File: src/rtl/serial_tx_pkg.sv
// Shared types and line levels for the serial parity transmitter.
package serial_tx_pkg;

    typedef enum logic [2:0] {
        IDLE,
        START,
        DATA,
        PARITY,
        STOP
    } tx_state_t;

    localparam logic TX_IDLE_LVL  = 1'b1;
    localparam logic TX_START_LVL = 1'b0;
    localparam logic TX_STOP_LVL  = 1'b1;

endpackage

File: src/rtl/serial_tx_baud.sv
// Bit-period divider: counts 0..DIV-1 while enabled and ticks on the last count.
module serial_tx_baud #(
    parameter int DIV = 4
) (
    input  logic clk,
    input  logic rst_n,
    input  logic clr,
    output logic tick
);

    localparam int CW = (DIV > 1) ? $clog2(DIV) : 1;

    logic [CW-1:0] div_cnt_q;
    logic [CW-1:0] div_cnt_d;

    always_comb begin
        div_cnt_d = div_cnt_q;
        if (clr) begin
            div_cnt_d = '0;
        end else if (div_cnt_q == CW'(DIV - 1)) begin
            div_cnt_d = '0;
        end else begin
            div_cnt_d = div_cnt_q + CW'(1);
        end
    end

    always_ff @(posedge clk or negedge rst_n) begin
        if (!rst_n) begin
            div_cnt_q <= '0;
        end else begin
            div_cnt_q <= div_cnt_d;
        end
    end

    assign tick = !clr && (div_cnt_q == CW'(DIV - 1));

endmodule

File: src/rtl/serial_parity_tx.sv
// Parallel-to-serial transmitter: start, data LSB-first, optional even parity, stop.
// Define SERIAL_TX_PARITY_EN to include the parity bit in each frame.
module serial_parity_tx
    import serial_tx_pkg::*;
#(
    parameter int WIDTH = 8,
    parameter int DIV   = 4
) (
    input  logic             clk,
    input  logic             rst_n,
    input  logic [WIDTH-1:0] data_in,
    input  logic             valid,
    output logic             ready,
    output logic             txd,
    output logic             busy
);

    localparam int BW = (WIDTH > 1) ? $clog2(WIDTH) : 1;

    tx_state_t        state_q, state_d;
    logic [WIDTH-1:0] shreg_q, shreg_d;
    logic [BW-1:0]    bit_idx_q, bit_idx_d;
    logic             txd_q, txd_d;
    logic             tick;
`ifdef SERIAL_TX_PARITY_EN
    logic             par_q, par_d;
`endif

    // The divider is held at zero in IDLE so every frame starts on a fresh bit period.
    serial_tx_baud #(
        .DIV (DIV)
    ) u_baud (
        .clk   (clk),
        .rst_n (rst_n),
        .clr   (state_q == IDLE),
        .tick  (tick)
    );

    always_comb begin
        state_d   = state_q;
        shreg_d   = shreg_q;
        bit_idx_d = bit_idx_q;
`ifdef SERIAL_TX_PARITY_EN
        par_d     = par_q;
`endif
        case (state_q)
            IDLE: begin
                if (valid) begin
                    shreg_d   = data_in;
                    bit_idx_d = '0;
`ifdef SERIAL_TX_PARITY_EN
                    par_d     = ^data_in;
`endif
                    state_d   = START;
                end
            end
            START: if (tick) state_d = DATA;
            DATA: begin
                if (tick) begin
                    shreg_d = shreg_q >> 1;
                    if (bit_idx_q == BW'(WIDTH - 1)) begin
                        bit_idx_d = '0;
`ifdef SERIAL_TX_PARITY_EN
                        state_d   = PARITY;
`else
                        state_d   = STOP;
`endif
                    end else begin
                        bit_idx_d = bit_idx_q + BW'(1);
                    end
                end
            end
`ifdef SERIAL_TX_PARITY_EN
            PARITY: if (tick) state_d = STOP;
`endif
            STOP: if (tick) state_d = IDLE;
            default: state_d = IDLE;
        endcase
    end

    // txd is decoded from the next state so the line is a clean flop output.
    always_comb begin
        txd_d = TX_IDLE_LVL;
        case (state_d)
            START:  txd_d = TX_START_LVL;
            DATA:   txd_d = shreg_d[0];
`ifdef SERIAL_TX_PARITY_EN
            PARITY: txd_d = par_d;
`endif
            STOP:   txd_d = TX_STOP_LVL;
            default: txd_d = TX_IDLE_LVL;
        endcase
    end

    always_ff @(posedge clk or negedge rst_n) begin
        if (!rst_n) begin
            state_q   <= IDLE;
            shreg_q   <= '0;
            bit_idx_q <= '0;
            txd_q     <= TX_IDLE_LVL;
`ifdef SERIAL_TX_PARITY_EN
            par_q     <= 1'b0;
`endif
        end else begin
            state_q   <= state_d;
            shreg_q   <= shreg_d;
            bit_idx_q <= bit_idx_d;
            txd_q     <= txd_d;
`ifdef SERIAL_TX_PARITY_EN
            par_q     <= par_d;
`endif
        end
    end

    assign ready = (state_q == IDLE);
    assign busy  = (state_q != IDLE);
    assign txd   = txd_q;

    ready_busy_excl: assert property (@(posedge clk) disable iff (!rst_n) ready != busy);

endmodule

File: config.mk
export PLATFORM = sky130hd
export DESIGN_NAME = serial_parity_tx
export DESIGN_NICKNAME = d
export VERILOG_FILES = /design/src/rtl/serial_tx_pkg.sv /design/src/rtl/serial_tx_baud.sv /design/src/rtl/serial_parity_tx.sv
export SDC_FILE = /design/constraint.sdc
export NUM_CORES = 1
export LEC_CHECK = 0
export CORE_MARGIN = 8
export CORE_UTILIZATION = 50
export DETAILED_ROUTE_END_ITERATION = 8
export GPL_ROUTABILITY_DRIVEN = 1
export GPL_TIMING_DRIVEN = 0
export PLACE_DENSITY = 0.76
export SYNTH_ARGS = -nofsm -noshare
export SYNTH_HDL_FRONTEND = slang
export SYNTH_HIERARCHICAL = 1
export SYNTH_SLANG_ARGS = --single-unit
File: constraint.sdc
create_clock -name clk -period 2.2 [get_ports clk]
set_input_delay 0.22 -clock clk [delete_from_list [all_inputs] [get_ports clk]]
set_output_delay 0.22 -clock clk [all_outputs]
set_load 0.05 [all_outputs]
==> results.yml <==
clocking:
  cts.htree.levels: 1
  path_clk_slew_ns: 0.10
  insertion_delay_ns: 0.30
  cts-root-buf: "sky130_fd_sc_hd__clkbuf_4"
  post-cts-setup-buffers: 0
  max-clock-path-buffers: 2
  tritoncts.num_buffers: 3
  cts_hold_repair_buffers: 0
  cts_num_sinks: 17
  clock_tree_from_tritoncts: "done"
synth:
  synth_top_area_frac: 0.4908
  flip_flop_and_latch_count_after_synthesis: 17
  synth.lib_cells_used.distinct: 29
  synth_top_cells_by_area: "sky130_fd_sc_hd__dfrtp_1 49%, sky130_fd_sc_hd__ha_1 4.6%, sky130_fd_sc_hd__a221o_1 3.7%"
  total_of_warnings_raised_by_yosys: 6
  mappedNetlistArea_um2: 815.8
  yosysTopAreaCell: "sky130_fd_sc_hd__dfrtp_1"
  avg_synthesized_cell_area_um2: 11.33
  syn_inst: 72
  syn_nets: 86
  yosysSeqAreaShare: 0.5230
die:
  initial_core_util: 0.5353
  die_extent_in_x_um: 56.39
  top_level_ports: 14
  die_height_um: 56.39
  num_rows: 14
  fp.dieArea_um2: 3180
  core_area_um2: 1524
grt:
  grt_pass1_wl_um: 2718
  global_routing_usage_on_met3: 0.04719
  grt_start_max_net_pins: 18
  global_route.peak_usage_layer: "met2"
  use_met1: 0.1250
  via_count_of_the_first_global_routing_pass: 616
  grt_use_total: 0.1021
  met2_usage: 0.1601
  grt_overflow_total: 0
  antenna_found_initial: 0
worst_setup_path:
  end_kind: "primary output"
  critical_path_slowest_stage_cell: "sky130_fd_sc_hd__dlygate4sd2_1"
  launching_element_type_of_the_critical_path: "flop"
  cp_data_arrival_time_ns: 1.88
  cpPeakStageDelay_ns: 0.53
  crit_required_ns: 1.98
  crit_chain: "clkbuf_2, or3_4, clkinvlp_4, dlygate4sd2_1"
  critical_path_peak_fanout: 10
  timing.setup.critical_path_class: "reg -> out"
sta:
  fin_crit_ns: 2.097
  finalHoldViolCount: 0
  relSlewSlack: 0.5027
  fmaxAchievable_mhz: 476.8
  setup_total_negative_slack_ns: 0
  rsz0062_at_grt: "no"
  maxSlewViolCount: 0
  worst_clock_skew_ns: 0.01180
  max_slew.worst_pin.slew_ns: 0.7437
  setup_violations: 0
  layout_worst_path_cycle_share: 0.9534
pwr:
  cellLeakagePower_uw: 0.0004610
  cellInternalPower_uw: 732.7
  clkPwrFrac: 0.137
  pwr-share-seq: 0.397
  vdd_drop_max_mv: 0.6179
  share_comb_of_total_power: 0.466
  netSwitchingFraction: 0.3964
  power.net_switching_uw: 481.1
  pwr_density_cell_nw_per_um2: 1201
cells_and_area:
  final_common_cell: "sky130_fd_sc_hd__dfrtp_1"
  diodes: 0
  mostFrequentLayoutCells: "16 x sky130_fd_sc_hd__dfrtp_1, 11 x sky130_fd_sc_hd__clkdlybuf4s50_1"
  layout_cells_sized_above_1: 0.1573
  layout.nets: 104
  finalNonFillerCells: 105
  fillers: 119
  synthToLayoutAreaGrowth_pct: 23.93
detailed_routing:
  wl_per_cell_um: 15.08
  drt_pre_antenna_iters: 4
  vias_after_detailed_routing: 609
  remaining_drc_errors: 0
  detail_route.vias_per_cell: 5.800
  drt_iter0_drc: 8
  wirelength_um: 1583
  drt.antenna.violating_nets: 0
job:
  maxCapViolCount: 0
place:
  buffer_ports.inserted: 13
  dpl.hpwl_um: 1211
  numPlacedInstances: 101
  place.gp.congestion: 0.7421
hold_path:
  holdCritPathClass: "in -> async"
run_status:
  status: "finished, final reports clean"
-- synthesized netlist by cell type --
master / n
sky130_fd_sc_hd__dfrtp_1: 16
sky130_fd_sc_hd__inv_1: 5
sky130_fd_sc_hd__a22oi_1: 4
sky130_fd_sc_hd__nand3_1: 4
sky130_fd_sc_hd__nor2_1: 4
sky130_fd_sc_hd__a221o_1: 3
sky130_fd_sc_hd__a22o_1: 3
sky130_fd_sc_hd__ha_1: 3
sky130_fd_sc_hd__nand2_1: 3
sky130_fd_sc_hd__o21ai_0: 3
sky130_fd_sc_hd__a21oi_1: 2
sky130_fd_sc_hd__clkbuf_2: 2
sky130_fd_sc_hd__nand2b_1: 2
sky130_fd_sc_hd__nor2b_1: 2
sky130_fd_sc_hd__or3_1: 2
sky130_fd_sc_hd__a211oi_1: 1
sky130_fd_sc_hd__a41oi_2: 1
sky130_fd_sc_hd__and2_1: 1
sky130_fd_sc_hd__and2b_1: 1
sky130_fd_sc_hd__buf_6: 1
sky130_fd_sc_hd__clkbuf_1: 1
sky130_fd_sc_hd__dfstp_2: 1
sky130_fd_sc_hd__nand4_1: 1
sky130_fd_sc_hd__nand4bb_1: 1
sky130_fd_sc_hd__nor2_2: 1
sky130_fd_sc_hd__nor4b_4: 1
sky130_fd_sc_hd__nor4bb_1: 1
sky130_fd_sc_hd__o31ai_1: 1
sky130_fd_sc_hd__or4b_1: 1
-- power by group through the flow --
stage | Combinational [uW] | Sequential, uW | Clock, uW
after detailed placement | 578 | 488 | 0
after CTS | 570 | 482 | 170
after global placement | 561 | 482 | 0
final | 565 | 482 | 166
after floorplan | 401 | 507 | 0
after global routing | 620 | 490 | 182
-- logic make-up (layout without fill, tap and decap cells) --
logic type	Yosys count	count (layout)	share of synthesized area
and+or+nand+nor	25	25	0.2025
adders and majority gates	3	3	0.04602
AOI/OAI and AO/OA	18	18	0.1749
buffers and inverters	9	26	0.05368
DFF	17	17	0.5230
-- final cells by class --
cell class	count	area, um2	area share
Sequential cell	17	426.7	0.4220
Multi-Input combinational cell	46	357.8	0.3540
Timing Repair Buffer	13	131.4	0.1300
Buffer	4	25.02	0.02475
Clock buffer	3	22.52	0.02228
Inverter	5	22.52	0.02228
Tap cell	16	20.02	0.01980
Clock inverter	1	5.005	0.004950
-- metrics by stage --
stage          hold slack (ns)  power, uW  instance area [um2]  setup slack [ns]    util
6_report                0.3524       1214                 1011            0.1026  0.6634
5_1_grt                 0.4209       1293                 1011           0.01911  0.6634
4_1_cts                 0.3819       1223                 1008           0.02934  0.6617
3_5_place_dp            0.4403       1066                982.2            0.1388  0.6445
3_3_place_gp            0.4275       1042                982.2            0.1529  0.6445
2_1_floorplan         -0.07559      908.6                832.0           0.01742       -
-- state kept, by name (all words and copies together), names as in the netlist --
signal            count
bit_idx_q             3
shreg_q               8
state_q               3
txd                   1
u_baud/div_cnt_q      2
-- critical path, delay by kind of cell (launching register included) --
family                 cells  cell delay, ns
DFF                        1            0.37
buffers and inverters      3            0.84
and+or+nand+nor            1            0.37
-- worst paths after layout --
path                       slack, ns  depth (start not counted)                   to           startpoint
max in group asynchronous       1.37                          1         bit_idx_q[1]                rst_n
hold reg to reg                 0.45                          1  u_baud/div_cnt_q[0]  u_baud/div_cnt_q[0]
min in group clk                0.45                          1  u_baud/div_cnt_q[0]  u_baud/div_cnt_q[0]
setup reg to reg                0.17                          8           shreg_q[5]           state_q[0]
setup / recovery                0.10                          4                ready           state_q[0]
hold / removal                  0.35                          1           state_q[0]                rst_n
-- per-layer routing --
layer  routed length [um]  share of wire  vias up
met5                    0              0        -
met4                   17          0.011        0
met3                   95          0.060        4
met2                  747           0.47        9
met1                  722           0.46      296
li1                     -              -      300
-- timing repair --
| action | CTS | global route |
|---|---|---|
| gates resized for setup | 1 | 1 |
| endpoints found under the hold margin | 0 | 0 |
| endpoints found under the setup margin | 1 | 1 |
| pin swaps | 0 | 0 |
No activity file was read; power rests on OpenSTA's default activity.
